[config.mk]
export PLATFORM = sky130hd
export DESIGN_NAME = ce_pulse_gen
export DESIGN_NICKNAME = d
export VERILOG_FILES = /design/src/rtl/ce_pulse_gen.sv
export SDC_FILE = /design/constraint.sdc
export NUM_CORES = 1
export LEC_CHECK = 0
export BUFFER_PORTS_ARGS = -buffer_cell sky130_fd_sc_hd__clkbuf_2
export CAP_MARGIN = 20
export CORE_MARGIN = 1
export CORE_UTILIZATION = 45
export CTS_CLUSTER_DIAMETER = 200
export DETAILED_ROUTE_END_ITERATION = 10
export HOLD_SLACK_MARGIN = 0.06
export PLACE_DENSITY_LB_ADDON = 0.25
export SETUP_SLACK_MARGIN = 0.1
export SLEW_MARGIN = 0
export SYNTH_ARGS = -nofsm -noshare
export SYNTH_HDL_FRONTEND = slang
export SYNTH_SLANG_ARGS = --single-unit
[constraint.sdc]
create_clock -name Clk -period 5.2 [get_ports Clk]
set_input_delay 0.78 -clock Clk [delete_from_list [all_inputs] [get_ports Clk]]
set_output_delay 0.78 -clock Clk [all_outputs]
set_load 0.005 [all_outputs]
[src/rtl/ce_pulse_gen.sv]
// Push-button conditioner: 2-flop synchroniser, tick prescaler, tick-based
// debouncer and hold/auto-repeat FSM producing single-cycle CE pulses.
module ce_pulse_gen #(
  parameter int unsigned DIV          = 50000,
  parameter int unsigned DEB_TICKS    = 10,
  parameter int unsigned HOLD_TICKS   = 500,
  parameter int unsigned REPEAT_TICKS = 100
) (
  input  logic Clk,
  input  logic Rn,
  input  logic Btn,
  input  logic En,
  output logic CE,
  output logic Level,
  output logic Tick,
  output logic Repeating
);

  localparam int unsigned PW   = $clog2(DIV);
  localparam int unsigned DW   = $clog2(DEB_TICKS + 1);
  localparam int unsigned HMAX = (HOLD_TICKS > REPEAT_TICKS) ? HOLD_TICKS : REPEAT_TICKS;
  localparam int unsigned HW   = $clog2(HMAX + 1);

  typedef enum logic [1:0] {IDLE, HOLD, REPEAT} state_t;

  logic [1:0]    sync_q;
  logic          btn_s;
  logic [PW-1:0] pre_q;
  logic [DW-1:0] deb_q;
  state_t        state_q, state_n;
  logic [HW-1:0] hcnt_q, hcnt_n;
  logic          pulse_c;

  // Two-flop synchroniser for the asynchronous button
  always_ff @(posedge Clk) begin
    if (!Rn) sync_q <= '0;
    else     sync_q <= {sync_q[0], Btn};
  end

  assign btn_s = sync_q[1];

  // Free-running prescaler; Tick is registered one count early so it lines up with DIV-1
  always_ff @(posedge Clk) begin
    if (!Rn) begin
      pre_q <= '0;
      Tick  <= 1'b0;
    end else begin
      pre_q <= (pre_q == PW'(DIV - 1)) ? '0 : pre_q + PW'(1);
      Tick  <= (pre_q == PW'(DIV - 2));
    end
  end

  // Debouncer: Level flips after DEB_TICKS consecutive ticks of disagreement
  always_ff @(posedge Clk) begin
    if (!Rn) begin
      deb_q <= '0;
      Level <= 1'b0;
    end else if (btn_s == Level) begin
      deb_q <= '0;
    end else if (Tick) begin
      if (deb_q == DW'(DEB_TICKS - 1)) begin
        deb_q <= '0;
        Level <= ~Level;
      end else begin
        deb_q <= deb_q + DW'(1);
      end
    end
  end

  // FSM state, hold/repeat counter and registered outputs
  always_ff @(posedge Clk) begin
    if (!Rn) begin
      state_q   <= IDLE;
      hcnt_q    <= '0;
      CE        <= 1'b0;
      Repeating <= 1'b0;
    end else begin
      state_q   <= state_n;
      hcnt_q    <= hcnt_n;
      CE        <= pulse_c & En;
      Repeating <= (state_n == REPEAT);
    end
  end

  // Next-state and pulse decision; release always takes priority over a count match
  always_comb begin
    state_n = state_q;
    hcnt_n  = hcnt_q;
    pulse_c = 1'b0;
    case (state_q)
      IDLE: begin
        if (Level) begin
          pulse_c = 1'b1;
          hcnt_n  = '0;
          state_n = HOLD;
        end
      end
      HOLD: begin
        if (!Level) begin
          state_n = IDLE;
        end else if (hcnt_q == HW'(HOLD_TICKS)) begin
          if (REPEAT_TICKS != 0) begin
            pulse_c = 1'b1;
            hcnt_n  = '0;
            state_n = REPEAT;
          end
        end else if (Tick) begin
          hcnt_n = hcnt_q + HW'(1);
        end
      end
      REPEAT: begin
        if (!Level) begin
          state_n = IDLE;
        end else if (hcnt_q == HW'(REPEAT_TICKS)) begin
          pulse_c = 1'b1;
          hcnt_n  = '0;
        end else if (Tick) begin
          hcnt_n = hcnt_q + HW'(1);
        end
      end
      default: state_n = IDLE;
    endcase
  end

endmodule
# == Word level (Yosys, flattened, before mapping) ==
# Index checks and enable logic that the tools add are counted.
# totals
register_bits,37
input_bits,4
wordCells,53
# classes
n_eq_ne,12
addsub,3
reduce_logical,6
n_mux,19
n_bitwise,4
# ops
operator,n
two-way mux 9 bit,6
"== test 16 bit, second input constant",2
case mux 9 bit (3 select lines),1
"adder 16 x 1 -> 16 bit, second input constant",1
"adder 9 x 1 -> 9 bit, second input constant",1
"== test 9 x 7 -> 1 bit, second input constant",1
"== test 9 bit, second input constant",1
two-way mux 2 bit,4
"inequality test 2 bit, second input constant",3
case mux 2 bit (3 select lines),1
two-way mux 1 bit,5
"adder 4 x 1 -> 4 bit, second input constant",1
"== test 2 bit, second input constant",2
"== test 4 bit, second input constant",1
two-way mux 4 bit,1
AND reduction 4 bit,1
OR reduction 2 bit,2
inverter 1 bit,3
case mux 1 bit (3 select lines),1
AND reduction 3 bit,1
nonzero test 3 bit,1
"== test 2 x 1 -> 1 bit, second input constant",1
logical NOT 2 bit,1
bitwise AND 1 bit,1
== test 1 bit,1

# == Longest topological paths before layout ==
# Gate-level depths: netlist of the first run.
# logic_depth
depth_word,5
depth_mapped,8
mapped_depth_nobuf,7

# == Least setup slack after synthesis of the first run ==
# Ideal clock, no wire load.
# synth_path
path_type,input to register
from,input Rn
to,register hcnt_q[7]
path_buffers,1
stages,6
arrival_ns,1.975
path_slack_ns,3.163
setup_time_ns,0.062
t_required_ns,5.138
cell_sequence,clkbuf_2 nand2_1 o21ba_2 a21bo_1 or4_1 nand3_1
# synth_rtl
element,line_no,rtl
from (decl),10,"input logic Rn,"
to (signal assigned),79,hcnt_q <= hcnt_n;
to (decl),31,"logic [HW-1:0] hcnt_q, hcnt_n;"

# == Worst setup path after layout of the first run ==
# layout_path
from,register state_q[0]
to,register hcnt_q[6]
# layout_via
elab_chain_len,3
elab_cells_between_ends,9
classes_between,eq/ne (5); mux (1); reduce/logical (3)
# layout_rtl
element,line_no,rtl
from (decl),30,"state_t state_q, state_n;"
from (signal assigned),78,state_q <= state_n;
== test 2 x 1 -> 1 bit (tied with other cells),90,case (state_q)
inequality test 2 bit (no line) or nonzero test 3 bit (tied branches),-,
AND reduction 4 bit (no line),-,
# Parallel ways exist; a longest one is shown, timed or not.
# A chain may end at the register's enable or synchronous reset.

==> results_tabular.tex, run 1 <==
\begin{tabular}{lr}
\hline
Metric & Value \\
\hline
\multicolumn{2}{l}{\textbf{Clocking}} \\
\quad Clock insertion delay at the later pin of the skew report & 0.29 ns \\
\quad Total number of H-tree levels & 2 \\
\quad Max Buffers Root-to-Sink & 2 \\
\quad TritonCTS Buffers & 5 \\
\quad Setup repair bufs after CTS & 0 \\
\quad Root cell of the clock tree & clkbuf\_8 \\
\quad Resized cells post-CTS & 0 \\
\quad CTS tree & done \\
\quad TritonCTS Sinks & 37 \\
\quad Clock slew at the register clock pins of the worst setup and hold paths & 0.07 ns \\
\quad Number of hold-repair buffers added at the cts stage & 0 \\
\multicolumn{2}{l}{\textbf{Critical path}} \\
\quad Top fanout value on the critical path & 6 \\
\quad Start point of the critical path & state\_q[0]\$\_SDFF\_PN0\_ \\
\quad Critical path, cell by cell & inv\_1, ha\_1, nor3\_1, o21ba\_2, a21boi\_0, nand3\_1, o311ai\_0 \\
\quad Kind of cell adding the most delay to the critical path & compound AO/OA/AOI/OAI gates \\
\quad Worst Setup Path Type & flip-flop to flip-flop \\
\quad CP Launch Type & flip-flop \\
\quad End of the worst register-to-register path & hcnt\_q[6]\$\_SDFFE\_PN0P\_ \\
\quad Critical Path AT & 2.45 ns \\
\quad Stage delay of the slowest cell on the critical path & 0.66 ns \\
\quad Cell depth of the worst flop-to-flop path & 7 \\
\quad Critical Path Sink Type & flip-flop \\
\quad Total buffers and inverters traversed by the critical path & 1 \\
\quad Cell with the biggest individual delay on the critical path & a21boi\_0 \\
\quad CP Depth & 7 \\
\quad Required time of the critical path & 5.38 ns \\
\quad Worst setup endpoint & hcnt\_q[6]\$\_SDFFE\_PN0P\_ \\
\quad Setup slack of the worst register-to-register path & 2.94 ns \\
\quad Origin of the critical flop-to-flop path & state\_q[0]\$\_SDFF\_PN0\_ \\
\multicolumn{2}{l}{\textbf{Flow run}} \\
\quad Number of maximum-capacitance constraint violations & 0 \\
\multicolumn{2}{l}{\textbf{Synthesis}} \\
\quad Most used DFF post-synth & dfxtp\_1 \\
\quad Flops \& latches, synth & 37 \\
\quad EDFF count, synth & 0 \\
\quad Fraction of synthesis flops using an asynchronous set or reset pin & 0\% \\
\quad Most frequently used cell type in the post-synthesis netlist & dfxtp\_1 \\
\quad Post-synth top area cell & dfxtp\_1 \\
\quad Register area share after synthesis & 41.6\% \\
\quad Share of the synthesized area in the top cell type & 41.6\% \\
\quad Cell Area, Synth & 1780 sq um \\
\quad Average cell area after synthesis & 8.64 sq um \\
\quad Number of distinct standard cells referenced by the synthesized netlist & 49 \\
\quad Dominant cells by area after synthesis & dfxtp\_1 42\%, nor2\_1 5.7\%, ha\_1 5.6\% \\
\quad Net count after synthesis & 218 \\
\quad Count of mapped cells out of synthesis & 206 \\
\quad Yosys synthesis warning count & 0 \\
\quad Most used standard cells in the synthesized netlist & 37 x dfxtp\_1, 27 x nor2\_1, 17 x nand2\_1 \\
\multicolumn{2}{l}{\textbf{Route}} \\
\quad Via Count & 1,364 \\
\quad Total DRC errors in the routed layout & 0 \\
\quad Count of routing violations after the opening detailed-route iteration & 55 \\
\quad Number of iterations in the first detailed-routing pass & 4 \\
\quad Detailed Route WL & 3.05 mm \\
\quad Post-detailed-route via-to-cell ratio & 5.19 \\
\quad ANT nets after route & 0 \\
\quad Wire per inst & 11.6 microns \\
\multicolumn{2}{l}{\textbf{Power and ir drop}} \\
\quad Total design power & 0.499 mW \\
\quad Peak supply drop & 0.124 mV \\
\quad Static leakage power & 0.692 nW \\
\quad P per Cell Area & 257 nW/um\^{}2 \\
\multicolumn{2}{l}{\textbf{Place}} \\
\quad Final weighted congestion in routability-driven placement & 0.790 \\
\quad Worst slack, placed & 2.90 ns \\
\quad Area after DPL & 1850 sq um \\
\quad Dpl hpwl & 2.21 mm \\
\quad Cell count after placement & 256 \\
\quad Port-buffer cells & 7 \\
\multicolumn{2}{l}{\textbf{Die}} \\
\quad Area of the core & 3720 sq um \\
\quad Chip width & 64.9 microns \\
\quad Top-level port count & 8 \\
\quad Starting utilization of the core area & 47.9\% \\
\quad Cell row count & 22 \\
\quad Full die area & 4210 sq um \\
\quad Die Ht & 64.9 microns \\
\multicolumn{2}{l}{\textbf{STA}} \\
\quad Worst max-slew margin expressed relative to the limit & 34.7\% \\
\quad Setup repair after global routing missed its margin & false \\
\quad Setup-violating endpoint count in the final report & 0 \\
\quad Final hold vios & 0 \\
\quad Clock skew after layout & 0.00557 ns \\
\quad Worst-margin pin slew & 0.973 ns \\
\quad Final Slew Violations & 0 \\
\quad Setup Total Neg Slack & 0 ns \\
\quad Maximum clock rate & 442 MHz \\
\quad Post-Route Hold Slack & 0.468 ns \\
\quad Share of the clock period used by the worst path after layout & 43.6\% \\
\quad Shortest period the worst path allows & 2.26 ns \\
\quad Worst setup margin & 2.94 ns \\
\multicolumn{2}{l}{\textbf{GRT}} \\
\quad Number of antenna violations at the first check in global routing & 0 \\
\quad Via count of the first global-routing pass & 1,311 \\
\quad Overall Global Routing Usage & 17.3\% \\
\quad Maximum number of pins on one net before global-route repair & 16 \\
\quad Global-route wire length before repair & 5.51 mm \\
\quad Final global-route overflow total & 0 \\
\multicolumn{2}{l}{\textbf{Finish}} \\
\quad Post-route design area & 1940 sq um \\
\quad Nets & 227 \\
\quad ANT cells & 0 \\
\quad Final Instance Count excl. Fillers & 263 \\
\quad Layout cell share with drive strength beyond 1 & 8.84\% \\
\quad Number of filler cells placed in the layout & 351 \\
\quad Utilization of the core after routing & 52.2\% \\
\quad Area growth from synthesis to layout & 9.00\% \\
\multicolumn{2}{l}{\textbf{Outcome}} \\
\quad Outcome & finished, final reports clean \\
\multicolumn{2}{l}{\textbf{Worst hold path}} \\
\quad Class of the most critical hold timing path & flip-flop to flip-flop \\
\hline
\end{tabular}
==> kinds of logic (layout without fill, tap and decap cells) <==
family,Yosys count,in the layout,share of synthesized area [%]
buffers and inverters,17,26,3.73
and+or+nand+nor,93,93,26.9
xor gates and xnor gates,18,18,8.86
DFF,37,37,41.6
adders and majority gates,8,8,5.63
muxes,1,1,0.563
AOI/OAI and AO/OA,32,32,12.7
==> how the worst min path moves through the flow <==
stage                                     from                   end  slack, ns  cells after the start
final                     sync_q[0]$_SDFF_PN0_  sync_q[1]$_SDFF_PN0_       0.47                      1
after global placement    sync_q[0]$_SDFF_PN0_  sync_q[1]$_SDFF_PN0_       0.42                      1
after detailed placement  sync_q[0]$_SDFF_PN0_  sync_q[1]$_SDFF_PN0_       0.45                      1
after CTS                 sync_q[0]$_SDFF_PN0_  sync_q[1]$_SDFF_PN0_       0.47                      1
after floorplan           sync_q[0]$_SDFF_PN0_  sync_q[1]$_SDFF_PN0_       0.41                      1
after global routing      sync_q[0]$_SDFF_PN0_  sync_q[1]$_SDFF_PN0_       0.47                      1
==> report_power, final <==
group | leakage, nW | internal (mW) | switching, mW
registers | 0.299 | 0.286 | 0.00257
logic | 0.349 | 0.00403 | 0.00643
clock network | 0.0443 | 0.105 | 0.0946
total | 0.692 | 0.395 | 0.104
==> placed cells by master, fill, tap and decap left out, types with 2 or more instances in the layout <==
cell type  Yosys  final
nor2_1        27     27
ha_1           8      8
nand4_1        6      6
nand3b_1       2      2
or3_2          2      2
nor2b_1        4      4
clkbuf_8       0      6
and3_1         2      2
nor3b_1        2      2
nor4b_1        2      2
inv_1         12     12
xnor2_1        7      7
nand3_1       13     13
o22ai_1        2      2
nor3_1         3      3
a21oi_1        6      6
o21ai_0        7      7
xor2_1        11     11
and2_1         5      5
dfxtp_1       37     37
nand2_1       17     17
clkbuf_2       1      7
a31oi_1        2      2
==> metal layers <==
metal / vias up / track usage (%) / routed length [microns]
li1: 730 / - / -
met1: 614 / 20.3 / 1510
met4: 0 / 10.0 / 74
met3: 7 / 4.23 / 75
met2: 13 / 28.5 / 1390
met5: - / 0 / 0
==> registers in the layout, indices dropped and copies added, names as in the netlist <==
| register | flops |
|---|---|
| pre_q | 16 |
| hcnt_q | 9 |
| deb_q | 4 |
| state_q | 2 |
| sync_q | 2 |
| CE | 1 |
| Level | 1 |
| Repeating | 1 |
| Tick | 1 |
==> worst reg2reg max path, stage by stage (launching register included) <==
cell	delay [ns]
dfxtp_1	0.41
inv_1	0.09
ha_1	0.27
nor3_1	0.27
o21ba_2	0.17
a21boi_0	0.66
nand3_1	0.16
o311ai_0	0.14
==> cell type report <==
type | instances | area, sq um | share of cell area (%)
tap | 48 | 60.1 | 3.10
sequential | 37 | 741 | 38.2
timing repair buffer | 7 | 35.0 | 1.81
inverter | 12 | 45.0 | 2.32
clock buffer | 7 | 86.3 | 4.45
multi-input combinational | 152 | 972 | 50.1
Note: power is estimated with default switching activity, not from simulation.
==> run 2, diff against run 1 <==
- clock period: 5.2 -> 1.85 ns (I/O delays scaled with it)
==> run 2 against run 1 <==
Against the previous run:
- power increased to 2.8 times the previous value
- critical path depth unchanged
- core utilization increased by 5.8 points
- sequential share of layout area decreased by 3.3 points
- register-to-register slack got worse by 2.8 ns
- clock-buffer cell count decreased by 1
- cell area increased by 11%
- clock skew decreased by 0.0016 ns
- die area unchanged
- via count increased by 4.5%
- largest cell class unchanged
- largest power group unchanged
- highest routed layer unchanged
==> results_tabular.tex, run 2 (synthesized netlist as in run 1, its figures left out) <==
\begin{tabular}{lr}
\hline
Metric & Value \\
\hline
\multicolumn{2}{l}{\textbf{Clocking}} \\
\quad TritonCTS Buffers & 5 (unchanged) \\
\quad Clock slew at the register clock pins of the worst setup and hold paths & 0.07 ns (about the same) \\
\quad CTS tree & done \\
\quad Number of hold-repair buffers added at the cts stage & 0 (unchanged) \\
\quad Clock insertion delay at the later pin of the skew report & 0.28 ns (about the same) \\
\quad TritonCTS Sinks & 37 (unchanged) \\
\quad Max Buffers Root-to-Sink & 2 (unchanged) \\
\quad Total number of H-tree levels & 2 (unchanged) \\
\quad Root cell of the clock tree & clkbuf\_8 \\
\multicolumn{2}{l}{\textbf{Die}} \\
\quad Area of the core & 3720 sq um (unchanged) \\
\quad Full die area & 4210 sq um (unchanged) \\
\quad Chip width & 64.9 microns (unchanged) \\
\quad Starting utilization of the core area & 47.9\% (unchanged) \\
\quad Die Ht & 64.9 microns (unchanged) \\
\quad Cell row count & 22 (unchanged) \\
\quad Top-level port count & 8 (unchanged) \\
\multicolumn{2}{l}{\textbf{STA}} \\
\quad Worst max-slew margin expressed relative to the limit & 77.2\% (+42 points) \\
\quad Final hold vios & 0 (unchanged) \\
\quad Post-Route Hold Slack & 0.198 ns (-0.269 ns) \\
\quad Setup Total Neg Slack & 0 ns (unchanged) \\
\quad Maximum clock rate & 580 MHz (+31\%) \\
\quad Final Slew Violations & 0 (unchanged) \\
\quad Worst-margin pin slew & 0.342 ns (-0.631 ns) \\
\quad Setup repair after global routing missed its margin & true \\
\quad Clock skew after layout & 0.00400 ns (-0.00157 ns) \\
\quad Setup-violating endpoint count in the final report & 0 (unchanged) \\
\quad Share of the clock period used by the worst path after layout & 93.2\% (+50 points) \\
\quad Shortest period the worst path allows & 1.72 ns (-0.541 ns) \\
\multicolumn{2}{l}{\textbf{Route}} \\
\quad Detailed Route WL & 3.23 mm (+6.0\%) \\
\quad ANT nets after route & 0 (unchanged) \\
\quad Total DRC errors in the routed layout & 0 (unchanged) \\
\quad Number of iterations in the first detailed-routing pass & 4 (unchanged) \\
\quad Post-detailed-route via-to-cell ratio & 5.11 (-1.5\%) \\
\quad Wire per inst & 11.6 microns (-0.11\%) \\
\quad Count of routing violations after the opening detailed-route iteration & 55 (unchanged) \\
\quad Via Count & 1,425 (+4.5\%) \\
\multicolumn{2}{l}{\textbf{Critical path}} \\
\quad Setup slack of the worst register-to-register path & 0.13 ns (-2.81 ns) \\
\quad Top fanout value on the critical path & 6 (unchanged) \\
\quad CP Launch Type & flip-flop \\
\quad Origin of the critical flop-to-flop path & state\_q[0]\$\_SDFF\_PN0\_ \\
\quad Required time of the critical path & 2.07 ns (-3.31 ns) \\
\quad Critical Path AT & 1.95 ns (-0.50 ns) \\
\quad Critical Path Sink Type & flip-flop \\
\quad Cell depth of the worst flop-to-flop path & 7 (unchanged) \\
\quad Worst Setup Path Type & flip-flop to flip-flop \\
\quad Start point of the critical path & state\_q[0]\$\_SDFF\_PN0\_ \\
\quad Worst setup endpoint & hcnt\_q[7]\$\_SDFFE\_PN0P\_ \\
\quad End of the worst register-to-register path & hcnt\_q[7]\$\_SDFFE\_PN0P\_ \\
\multicolumn{2}{l}{\textbf{Finish}} \\
\quad Largest register FFs & 16 (unchanged) \\
\quad ANT cells & 0 (unchanged) \\
\quad Most frequent cells in the layout & 33 x dfxtp\_1, 27 x nor2\_1, 16 x nand2\_1 \\
\quad Utilization of the core after routing & 57.9\% (+5.8 points) \\
\quad Layout cell share with drive strength beyond 1 & 22.5\% (+14 points) \\
\quad Area growth from synthesis to layout & 21.0\% \\
\quad Final Instance Count excl. Fillers & 279 (+6.1\%) \\
\quad Nets & 242 (+6.6\%) \\
\quad Biggest regs & pre\_q: 16 flops, hcnt\_q: 9 flops, deb\_q: 4 flops \\
\quad Most common cell after layout, fill and taps aside & dfxtp\_1 \\
\quad Register with the highest flop count & pre\_q \\
\quad Number of filler cells placed in the layout & 326 (-7.1\%) \\
\multicolumn{2}{l}{\textbf{GRT}} \\
\quad Maximum number of pins on one net before global-route repair & 16 (unchanged) \\
\quad Global-route wire length before repair & 5.53 mm (+0.24\%) \\
\quad Via count of the first global-routing pass & 1,323 (+0.92\%) \\
\quad Overall Global Routing Usage & 17.2\% (-0.081 points) \\
\quad Number of antenna violations at the first check in global routing & 0 (unchanged) \\
\quad Final global-route overflow total & 0 (unchanged) \\
\multicolumn{2}{l}{\textbf{Place}} \\
\quad Dpl hpwl & 2.28 mm (+3.1\%) \\
\quad Cell count after placement & 268 (+4.7\%) \\
\quad Final weighted congestion in routability-driven placement & 0.795 (+0.62\%) \\
\quad Port-buffer cells & 7 (unchanged) \\
\multicolumn{2}{l}{\textbf{Power and ir drop}} \\
\quad P per Cell Area & 637 nW/um\^{}2 (+150\%) \\
\quad Peak supply drop & 0.390 mV (+220\%) \\
\quad Total design power & 1.37 mW (+180\%) \\
\quad Static leakage power & 0.785 nW (+13\%) \\
\multicolumn{2}{l}{\textbf{Flow run}} \\
\quad Number of maximum-capacitance constraint violations & 0 (unchanged) \\
\multicolumn{2}{l}{\textbf{Worst hold path}} \\
\quad Hold path depth & 2 (+1) \\
\quad Class of the most critical hold timing path & primary input to flip-flop \\
\multicolumn{2}{l}{\textbf{Outcome}} \\
\quad Outcome & finished, final reports clean \\
\hline
\end{tabular}
run 2: worst max-delay path, cell delays in order (launching register included):
cell	delay, ns
dfxtp_4	0.38
inv_4	0.05
ha_4	0.26
nand2_2	0.05
o21ba_4	0.21
a21bo_4	0.24
or4_1	0.39
nand3_1	0.09
run 2: how the worst min path moves through the flow:
| stage | slack (ns) | end | start |
|---|---|---|---|
| detailed placement | 0.42 | sync_q[1]$_SDFF_PN0_ | sync_q[0]$_SDFF_PN0_ |
| floorplan | 0.40 | sync_q[0]$_SDFF_PN0_ | Btn |
| global route | 0.19 | sync_q[0]$_SDFF_PN0_ | Btn |
| CTS | 0.19 | sync_q[0]$_SDFF_PN0_ | Btn |
| finish | 0.20 | sync_q[0]$_SDFF_PN0_ | Btn |
| global placement | 0.42 | sync_q[1]$_SDFF_PN0_ | sync_q[0]$_SDFF_PN0_ |
run 2: metal layers:
metal | vias to the layer above | global-route usage [%] | share of wire, %
met5 | - | 0 | 0
met4 | 0 | 9.17 | 1.7
met3 | 5 | 4.23 | 3.0
met2 | 18 | 29.0 | 47
met1 | 645 | 19.9 | 48
li1 | 757 | - | -
run 2: stage by stage:
stage                     worst slack (ns)  cell area (sq um)
after CTS                           0.0658               2130
after global routing                0.0511               2150
after floorplan                      0.101               1820
after detailed placement          -0.00520               1980
final                                0.126               2150
after global placement              0.0475               1980
run 2: area by class of cell:
class	count	area, sq um	share of cell area, %
clock inverters	2	10.0	0.465
clock buffers	6	72.6	3.37
inverters	12	50.0	2.32
well taps	48	60.1	2.79
flip-flops and latches	37	751	34.9
repair buffers	22	148	6.86
multi-input cells	152	1060	49.3
run 2: what timing repair did:
item	4_1_cts	5_1_grt
gates resized for setup	12	6
setup buffers	3	0
pin swaps	3	1
endpoints found under the hold margin	0	0
cloned	0	0
endpoints found under the setup margin	7	7
run 2: power breakdown:
part | total [mW] | internal, mW | switching, mW
sequential | 0.808 | 0.801 | 0.00693
combinational | 0.0352 | 0.0156 | 0.0196
clock | 0.529 | 0.261 | 0.268
total | 1.37 | 1.08 | 0.295
